--- src/rtl/dac_serializer.sv ---
// dac_serializer: one-entry sample holding register feeding a 16-bit-frame serial DAC.
// Newest sample wins when samples outpace frames; overrun latches the loss.
module dac_serializer #(
  parameter int         CLK_DIV = 4,
  parameter logic [3:0] CTRL    = 4'b0000,
  parameter int         GAP     = 4
) (
  input  logic        clk,
  input  logic        reset,
  input  logic [15:0] dato,
  input  logic        dato_listo,
  output logic        sync,
  output logic        sclk,
  output logic        sdout,
  output logic        ocupado,
  output logic        overrun
);
  localparam int DW = $clog2(CLK_DIV);
  localparam int GW = $clog2(GAP + 1);
  typedef enum logic [1:0] {S_IDLE, S_LOAD, S_SHIFT, S_GAP} state_t;
  state_t          state_q;
  logic            listo_q, prev_q, pend_valid_q, sync_q, sclk_q, overrun_q;
  logic [11:0]     dat_q;
  logic [15:0]     pend_q, shreg_q;
  logic [5:0]      hcnt_q;
  logic [DW-1:0]   divcnt_q;
  logic [GW-1:0]   gcnt_q;
  logic            edge_d, take_d, unused_hi;
  assign edge_d    = listo_q & ~prev_q;
  assign take_d    = state_q == S_LOAD;
  assign unused_hi = ^dato[15:12];
  // hcnt_q counts sclk half-periods: 0 is a lead-in with sclk high, odd values are falls,
  // even values rises; half-period 32 closes the frame.
  always_ff @(posedge clk or negedge reset)
    if (!reset) begin
      state_q      <= S_IDLE;
      listo_q      <= 1'b0;
      prev_q       <= 1'b0;
      dat_q        <= '0;
      pend_q       <= '0;
      pend_valid_q <= 1'b0;
      shreg_q      <= '0;
      hcnt_q       <= '0;
      divcnt_q     <= '0;
      gcnt_q       <= '0;
      sync_q       <= 1'b1;
      sclk_q       <= 1'b1;
      overrun_q    <= 1'b0;
    end else begin
      listo_q <= dato_listo;
      prev_q  <= listo_q;
      dat_q   <= dato[11:0];
      if (edge_d) begin
        pend_q       <= {CTRL, dat_q};
        pend_valid_q <= 1'b1;
        if (pend_valid_q && !take_d) overrun_q <= 1'b1;
      end else if (take_d) pend_valid_q <= 1'b0;
      case (state_q)
        S_IDLE: if (pend_valid_q) begin
          state_q <= S_LOAD;
          sync_q  <= 1'b0;
        end
        S_LOAD: begin
          shreg_q  <= pend_q;
          hcnt_q   <= '0;
          divcnt_q <= '0;
          state_q  <= S_SHIFT;
        end
        S_SHIFT: if (divcnt_q == DW'(CLK_DIV - 1)) begin
          divcnt_q <= '0;
          hcnt_q   <= hcnt_q + 6'd1;
          if (hcnt_q == 6'd32) begin
            sclk_q  <= 1'b1;
            sync_q  <= 1'b1;
            gcnt_q  <= '0;
            state_q <= S_GAP;
          end else if (hcnt_q != 6'd0) begin
            sclk_q <= ~sclk_q;
            if (!hcnt_q[0]) shreg_q <= shreg_q << 1;
          end
        end else divcnt_q <= divcnt_q + 1'b1;
        default: if (gcnt_q == GW'(GAP - 1)) begin
          state_q <= pend_valid_q ? S_LOAD : S_IDLE;
          sync_q  <= !pend_valid_q;
        end else gcnt_q <= gcnt_q + 1'b1;
      endcase
    end
  assign sync    = sync_q;
  assign sclk    = sclk_q;
  assign sdout   = (state_q == S_LOAD || state_q == S_SHIFT) & shreg_q[15];
  assign ocupado = state_q != S_IDLE;
  assign overrun = overrun_q;
endmodule

--- config.mk ---
export PLATFORM = sky130hd
export DESIGN_NAME = dac_serializer
export DESIGN_NICKNAME = d
export VERILOG_FILES = /design/src/rtl/dac_serializer.sv
export SDC_FILE = /design/constraint.sdc
export NUM_CORES = 1
export LEC_CHECK = 0
export ABC_AREA = 0
export CAP_MARGIN = 20
export CORE_ASPECT_RATIO = 1.5
export CORE_MARGIN = 5
export CORE_UTILIZATION = 55
export DETAILED_ROUTE_END_ITERATION = 6
export GPL_ROUTABILITY_DRIVEN = 0
export PLACE_DENSITY = 0.77
export SLEW_MARGIN = 15
export SYNTH_ARGS = -nofsm -noshare
export SYNTH_HDL_FRONTEND = slang
export SYNTH_SLANG_ARGS = --single-unit
export TNS_END_PERCENT = 1
--- constraint.sdc ---
create_clock -name clk -period 2.45 [get_ports clk]
set_input_delay 0.3675 -clock clk [delete_from_list [all_inputs] [get_ports clk]]
set_output_delay 0.3675 -clock clk [all_outputs]
set_load 0.01 [all_outputs]
==> impl_metrics.tcl, run 1 <==
set metrics [dict create \
    antenna_found_initial 0 \
    io_pins 24 \
    setup_tns_ns 0 \
    synth_cell_types 35 \
    synth-compound-area-share_pct 17.4 \
    start_util_pct 56.7 \
    dieArea_mm2 0.00618 \
    multi_input_area_um2 973 \
    worstHoldPathType "primary input to async pin" \
    synth_seq_cells 59 \
    status "completed" \
    synth.area.top_cells "dfrtp_1, a22o_1, mux2_2" \
    io_buffers 19 \
    fin_skew_ns 0.00949 \
    power_density_mw_per_mm2 1100 \
    cp.required_ns 2.08 \
    clkLatencyLatePin_ns 0.34 \
    ys_warn_count 0 \
    cp.arrival_ns 1.94 \
    cts.sinks 59 \
    seq_area_mm2 0.00148 \
    synth_top_cell_area_share_pct 55.4 \
    dpl.hpwl_mm 3.02 \
    antenna_left 0 \
    die_w_um 65.9 \
    grt_first_pass_wirelength_mm 8.20 \
    power_leakage_nw 1.37 \
    syn-cell-area_mm2 0.00257 \
    htree_levels 3 \
    layout.cells.non_filler 313 \
    yosysTopAreaCell "dfrtp_1" \
    routedWlPerCell_um 14.5 \
    ff2ff_setup_slack_ns 0.49 \
    layout_common_cells "dfrtp_1, a22o_1, inv_1" \
    worst_slew_pin_slew_ns 0.528 \
    routed-via-count 1742 \
    end_kind "output pin" \
    grt_pass1_vias 1869 \
    avgSynthCellArea_um2 11.8 \
    synth_simple_gate_area_share_pct 7.49 \
    antennaDiodeCount 0 \
    maxCapViolCount 0 \
    rsz0062_at_grt "no" \
    place_ws_ns 0.499 \
    crit_type "register to output pin" \
    totalPowerFinal_w 0.00335 \
    grt_overflow 0 \
    synthAdderAreaFrac_pct 4.38 \
    slew_headroom_pct 64.8 \
    cts_made_buffers 9 \
    grt_max_degree 34 \
    final_common_cell "dfrtp_1" \
    drt_pass1_iterations 4 \
    dieHeight_um 93.8 \
    viasPerCell 5.57 \
    synth_top_family_by_area "compound AO/OA/AOI/OAI gates" \
    finalCriticalPeriod_ns 2.30 \
    crit_fanout 6 \
    area_growth_pct 17.8 \
    wl_mm 4.55 \
    max_freq_ghz 0.434 \
    first_iter_violations 85 \
    num-fill-cells 359 \
    path_clk_slew_ns 0.07 \
    setup_viol 0 \
    hold_viol 0 \
    fin_ws_ns 0.146 \
    ir_worst_vdd_uv 615 \
    synthMuxAreaShare_pct 6.90 \
    cp-start-kind "register" \
    grt_use_total_pct 17.6 \
    final_nets 272 \
    period_share_pct 94.0 \
    cts_root_buf "clkbuf_8" \
    drive_gt1_share_pct 16.9 \
    num_rows 30 \
    cts_hold_buf 0 \
    seq_area_frac_synth_pct 57.5 \
    reg2reg_depth 6 \
    synthXorXnorAreaFrac_pct 1.70 \
    maxSlewViolCount 0 \
    drcViolationCount 0 \
    post_cts_buffers 0 \
    cts_buffer_depth 2 \
    core_area_mm2 0.00454 \
    tritoncts "yes" \
    synthesis.nets 246 \
    ctsResizeCount 0 \
    dpl.cell_count 297 \
    synthCells 218 \
]
## Yosys cell counts
master	number
o21ai_0	5
nand3_1	3
nand4_1	2
mux2_1	1
nor2b_1	1
mux2_2	13
o22ai_1	12
o21ai_2	1
nor4b_4	1
nand2_1	11
a22o_2	1
a31o_2	1
a22o_1	22
nand3b_1	1
clkbuf_1	9
a21o_1	1
inv_1	21
ha_1	9
nand2b_1	3
o2bb2ai_1	2
nor4_1	1
dfstp_2	2
or4b_4	1
mux2i_1	2
a21oi_1	14
buf_2	1
o2111ai_1	1
o31ai_1	3
xor2_1	2
nand4b_1	1
dfrtp_1	57
xnor2_1	3
nor2_1	7
and2_1	2
buf_1	1
## flip-flops by register name (all words and copies together), names as in the netlist
signal        flops
dat_q            12
divcnt_q          2
gcnt_q            3
hcnt_q            6
listo_q           1
overrun           1
pend_q           12
pend_valid_q      1
prev_q            1
sclk              1
shreg_q          16
state_q           2
sync              1
## metrics by stage
| stage | util [%] | instance area [µm²] | hold WS [ns] |
|---|---|---|---|
| after floorplan | - | 2570 | 0.0719 |
| after global placement | 63.0 | 2860 | 0.353 |
| after detailed placement | 63.0 | 2860 | 0.356 |
| after CTS | 66.8 | 3030 | 0.0101 |
| after global routing | 66.8 | 3030 | 0.0458 |
| final | 66.8 | 3030 | 0.00241 |
## worst paths after layout
check                                       start                     to
max in group asynchronous                   reset       sync$_DFFE_PN1P_
setup reg to reg            hcnt_q[0]$_DFFE_PN0P_       sync$_DFFE_PN1P_
setup / recovery           state_q[1]$_DFFE_PN0P_                  sdout
hold reg to reg                 listo_q$_DFF_PN0_       prev_q$_DFF_PN0_
min in group clk                listo_q$_DFF_PN0_       prev_q$_DFF_PN0_
hold / removal                              reset  hcnt_q[4]$_DFFE_PN0P_
## cell type report
cell class	count	area share (%)
Clock buffer	12	4.79
Multi-Input combinational cell	127	32.1
Sequential cell	59	48.8
Inverter	21	2.60
Clock inverter	4	0.866
Timing Repair Buffer	26	8.25
Tap cell	64	2.64
## worst max-delay path, cell delays in order (launching register included)
cell             delay [ns]
dfrtp_1                0.43
inv_1                  0.11
ha_1                   0.37
and2_1                 0.16
clkdlybuf4s50_1        0.53
## power breakdown
group	total, W	switching (W)	internal, W	leakage [nW]
clock network	0.000755	0.000363	0.000392	0.0863
logic	0.00125	0.000680	0.000569	0.564
registers	0.00134	0.000133	0.00121	0.721
total	0.00335	0.00118	0.00217	1.37
## metal layers
layer / vias up / global-route usage (%) / routed length, µm
met5: - / 0 / 0
met4: 0 / 8.13 / 91
met3: 9 / 6.47 / 198
met2: 33 / 30.0 / 2350
met1: 869 / 19.1 / 1900
li1: 831 / - / -
## cell families (layout without fill, tap and decap cells)
kind of cell / after synthesis / after routing
compound gates: 63 / 63
simple gates: 34 / 34
flops: 59 / 59
buf+inv: 32 / 63
fa+ha+maj: 9 / 9
mux: 16 / 16
xor+xnor: 5 / 5
(Power assumes the default switching activity.)
==> run 2: changes to the inputs <==
CORE_MARGIN = 3   (was 5)
==> impl_metrics.tcl, run 2 (same netlist as run 1, synthesis figures left out) <==
set metrics [dict create \
    end_kind "output pin" \
    power_leakage_nw 1.39 \
    start_util_pct 59.1 \
    cp-start-kind "register" \
    fin_skew_ns 0.00477 \
    path_cells "inv_1 -> ha_1 -> and2_1 -> clkdlybuf4s50_1" \
    crit_buf_inv 2 \
    slew_headroom_pct 60.1 \
    maxCapViolCount 0 \
    rsz0062_at_grt "no" \
    crit_family "buffers and inverters" \
    grt_max_degree 35 \
    crit_type "register to output pin" \
    htree_levels 3 \
    grt_use_total_pct 18.7 \
    routedWlPerCell_um 15.0 \
    period_share_pct 93.2 \
    core_area_mm2 0.00435 \
    setup_tns_ns 0 \
    io_buffers 19 \
    grt_first_pass_wirelength_mm 7.75 \
    reg.largest.list "shreg_q: 16 flops, dat_q: 12 flops, pend_q: 12 flops" \
    hold_viol 0 \
    seq_area_mm2 0.00148 \
    layout_common_cells "dfrtp_1, a22o_1, inv_1" \
    finalCriticalPeriod_ns 2.28 \
    dieArea_mm2 0.00555 \
    crit_fanout 6 \
    tritoncts "yes" \
    io_pins 24 \
    dpl.hpwl_mm 3.03 \
    dieHeight_um 89.8 \
    post_cts_buffers 0 \
    antenna_found_initial 0 \
    status "completed" \
    power_density_mw_per_mm2 1140 \
    drive_gt1_share_pct 17.9 \
    num-fill-cells 326 \
    path_clk_slew_ns 0.06 \
    cts.sinks 59 \
    grt_pass1_vias 1752 \
    grt_overflow 0 \
    max_freq_ghz 0.438 \
    area_growth_pct 18.4 \
    drcViolationCount 0 \
    cp.required_ns 2.08 \
    slowest_stage "clkdlybuf4s50_1" \
    cts_hold_buf 0 \
    antenna_left 0 \
    viasPerCell 5.87 \
    hold_slack_ns 0.0410 \
    ir_worst_vdd_uv 629 \
    worst_slew_pin_slew_ns 0.598 \
    top_usage_layer "met2" \
    cts_made_buffers 9 \
    maxSlewViolCount 0 \
    regMostFlops "shreg_q" \
    setup_viol 0 \
    cts_root_buf "clkbuf_8" \
    final_common_cell "dfrtp_1" \
    met1_usage_pct 22.7 \
    routed-via-count 1744 \
    largest_register_ffs 16 \
    cp.arrival_ns 1.92 \
    multi_input_area_um2 973 \
    die_w_um 61.9 \
    worstHoldPathType "primary input to async pin" \
    ctsResizeCount 0 \
    num_rows 29 \
    grtUsageMet2_pct 29.3 \
    clkLatencyLatePin_ns 0.33 \
    final_nets 274 \
    max_stage_delay_ns 0.52 \
    wl_mm 4.45 \
    antennaDiodeCount 0 \
    ff2ff_setup_slack_ns 0.44 \
    cts_buffer_depth 2 \
    first_iter_violations 104 \
    drt_pass1_iterations 4 \
    use_met3_pct 4.73 \
]
[run 2: cell count changes in the layout (fill, tap and decap cells not counted), sizes merged]
| cell | delta |
|---|---|
| bufinv | +1 |
| clkbuf | -1 |
| buf | +2 |
[run 2: area by class of cell]
cell class / count / area share, %
tap: 46 / 1.89
clock buffer: 11 / 4.64
multi-input combinational: 127 / 31.9
clock inverter: 5 / 1.72
timing repair buffer: 28 / 8.70
inverter: 21 / 2.59
sequential: 59 / 48.5
[run 2: layer usage]
layer / vias up / wire [µm]
met4: 0 / 108
li1: 840 / -
met3: 10 / 153
met2: 38 / 2290
met1: 856 / 1900
met5: - / 0
[run 2: final timing paths]
path                                         from                     end  depth (start not counted)
min reg2reg                     listo_q$_DFF_PN0_        prev_q$_DFF_PN0_                          0
min in group clk                listo_q$_DFF_PN0_        prev_q$_DFF_PN0_                          0
max                        state_q[1]$_DFFE_PN0P_                   sdout                          4
min                                         reset   hcnt_q[4]$_DFFE_PN0P_                          1
max in group asynchronous                   reset   pend_q[6]$_DFFE_PN0P_                          2
max reg2reg                state_q[0]$_DFFE_PN0P_  state_q[1]$_DFFE_PN0P_                          8
[run 2: power by group]
group / internal, W / leakage (nW) / switching [W]
sequential: 0.00121 / 0.721 / 0.000136
combinational: 0.000590 / 0.573 / 0.000686
clock: 0.000492 / 0.0991 / 0.000362
[run 2: worst register-to-register path, cell delays in order (launching register included)]
cell and delay [ns]:
dfrtp_1 0.37, inv_1 0.12, ha_1 0.24, buf_4 0.19, buf_4 0.22, nor2_1 0.17, nand2_1 0.10, nand3_1 0.14
mux2_2 0.34
[run 2: through the flow]
| step | setup slack, ns | utilization (%) | cells | total power [W] | instance area (µm²) |
|---|---|---|---|---|---|
| floorplan | 0.554 | - | 218 | 0.00228 | 2570 |
| global placement | 0.502 | 65.5 | 281 | 0.00258 | 2850 |
| detailed placement | 0.472 | 65.5 | 281 | 0.00264 | 2850 |
| CTS | 0.134 | 70.0 | 297 | 0.00351 | 3050 |
| global route | 0.0168 | 70.0 | 297 | 0.00372 | 3050 |
| finish | 0.167 | 70.0 | 297 | 0.00348 | 3050 |
==> run 3: changes to the inputs <==
CORE_UTILIZATION = 56   (was 55)
PLACE_DENSITY = 0.78   (was 0.77)
==> impl_metrics.tcl, run 3 (same netlist as run 1, synthesis figures left out) <==
set metrics [dict create \
    status "completed" \
    crit_type "register to output pin" \
    grt_overflow 0 \
    fin_util_pct 71.1 \
    drive_gt1_share_pct 17.9 \
    first_iter_violations 57 \
    ctsResizeCount 0 \
    drcViolationCount 0 \
    drt_pass1_iterations 4 \
    htree_levels 3 \
    area_growth_pct 19.3 \
    totalPowerFinal_w 0.00359 \
    comb_power_share_pct 35.9 \
    fin_skew_ns 0.00436 \
    routed-via-count 1738 \
    dpl.hpwl_mm 2.98 \
    max_stage_delay_ns 0.53 \
    post_cts_buffers 0 \
    cp.arrival_ns 1.96 \
    hold_viol 0 \
    worstHoldPathType "primary input to async pin" \
    cp-start-kind "register" \
    maxSlewViolCount 0 \
    maxCapViolCount 0 \
    sequentialPowerShare_pct 37.5 \
    cts_made_buffers 9 \
    switching_share_pct 33.9 \
    hold_slack_ns 0.0588 \
    dieHeight_um 89.0 \
    final_nets 274 \
    start_util_pct 59.6 \
    grt_first_pass_wirelength_mm 7.91 \
    clkLatencyLatePin_ns 0.34 \
    rsz0062_at_grt "no" \
    p_clk_share_pct 26.6 \
    finalCriticalPeriod_ns 2.32 \
    io_pins 24 \
    cts.sinks 59 \
    antennaDiodeCount 0 \
    tritoncts "yes" \
    path_clk_slew_ns 0.07 \
    p_switching_w 0.00122 \
    largest_register_ffs 16 \
    end_kind "output pin" \
    cts_root_buf "clkbuf_8" \
    p_int_w 0.00237 \
    io_buffers 19 \
    antenna_found_initial 0 \
    slowest_stage "clkdlybuf4s50_1" \
    final_common_cell "dfrtp_1" \
    routedWlPerCell_um 15.3 \
    dieArea_mm2 0.00546 \
    cts_hold_buf 0 \
    viasPerCell 5.85 \
    num-fill-cells 305 \
    slew_headroom_pct 56.2 \
    reg.largest.list "shreg_q: 16 flops, dat_q: 12 flops, pend_q: 12 flops" \
    grt_use_total_pct 19.9 \
    ir_worst_vdd_uv 600 \
    period_share_pct 94.8 \
    core_area_mm2 0.00432 \
    layout_common_cells "dfrtp_1, a22o_1, inv_1" \
    power_leakage_nw 1.40 \
    power_density_mw_per_mm2 1170 \
    die_w_um 61.4 \
    grt_max_degree 33 \
    cts_buffer_depth 2 \
    worst_slew_pin_slew_ns 0.657 \
    grt_pass1_vias 1782 \
    setup_tns_ns 0 \
    cp.required_ns 2.08 \
    num_rows 29 \
    wl_mm 4.55 \
    antenna_left 0 \
    crit_fanout 6 \
    path_cells "inv_1 -> ha_1 -> and2_1 -> clkdlybuf4s50_1" \
    regMostFlops "shreg_q" \
    max_freq_ghz 0.430 \
    setup_viol 0 \
]
-- run 3: routing by layer --
metal	track usage (%)	up-vias	routed length [µm]
met5	0	-	0
met4	10.2	0	86
met3	6.50	10	171
met2	32.5	36	2380
met1	23.0	859	1910
li1	-	833	-
-- run 3: worst paths after layout --
kind                                        start                      to  slack [ns]  cells past startpoint
min reg2reg                     listo_q$_DFF_PN0_        prev_q$_DFF_PN0_        0.37                      0
max reg2reg                state_q[0]$_DFFE_PN0P_  shreg_q[5]$_DFFE_PN0P_        0.41                      6
max                        state_q[1]$_DFFE_PN0P_                   sdout        0.13                      4
min                                         reset   hcnt_q[3]$_DFFE_PN0P_        0.06                      1
max in group asynchronous                   reset  shreg_q[5]$_DFFE_PN0P_        1.80                      2
min in group clk                listo_q$_DFF_PN0_        prev_q$_DFF_PN0_        0.37                      0
-- run 3: stage by stage --
step,cell area [µm²],worst slack [ns],instances
floorplan,2570,0.554,218
global placement,2850,0.512,281
detailed placement,2850,0.497,281
CTS,3070,0.127,297
global route,3070,0.0302,297
finish,3070,0.127,297
-- run 3: layout make-up --
cell class / instances / area (µm²) / share of cell area [%]
Clock buffer: 10 / 128 / 4.15
Clock inverter: 6 / 90.1 / 2.93
Inverter: 21 / 78.8 / 2.57
Multi-Input combinational cell: 127 / 973 / 31.7
Sequential cell: 59 / 1480 / 48.1
Tap cell: 46 / 57.6 / 1.87
Timing Repair Buffer: 28 / 265 / 8.64
-- run 3: power by group through the flow --
stage | clock (W) | combinational, W | sequential [W]
global placement | 0 | 0.00124 | 0.00135
CTS | 0.000981 | 0.00129 | 0.00134
finish | 0.000955 | 0.00129 | 0.00134
global route | 0.00104 | 0.00145 | 0.00137
floorplan | 0 | 0.000950 | 0.00133
detailed placement | 0 | 0.00126 | 0.00136
-- run 3: worst max-delay path, delay by kind of cell (launching register included) --
| kind | cells | cell delay [ns] |
|---|---|---|
| DFF | 1 | 0.44 |
| buffers and inverters | 2 | 0.65 |
| adders and majority gates | 1 | 0.38 |
| and+or+nand+nor | 1 | 0.15 |
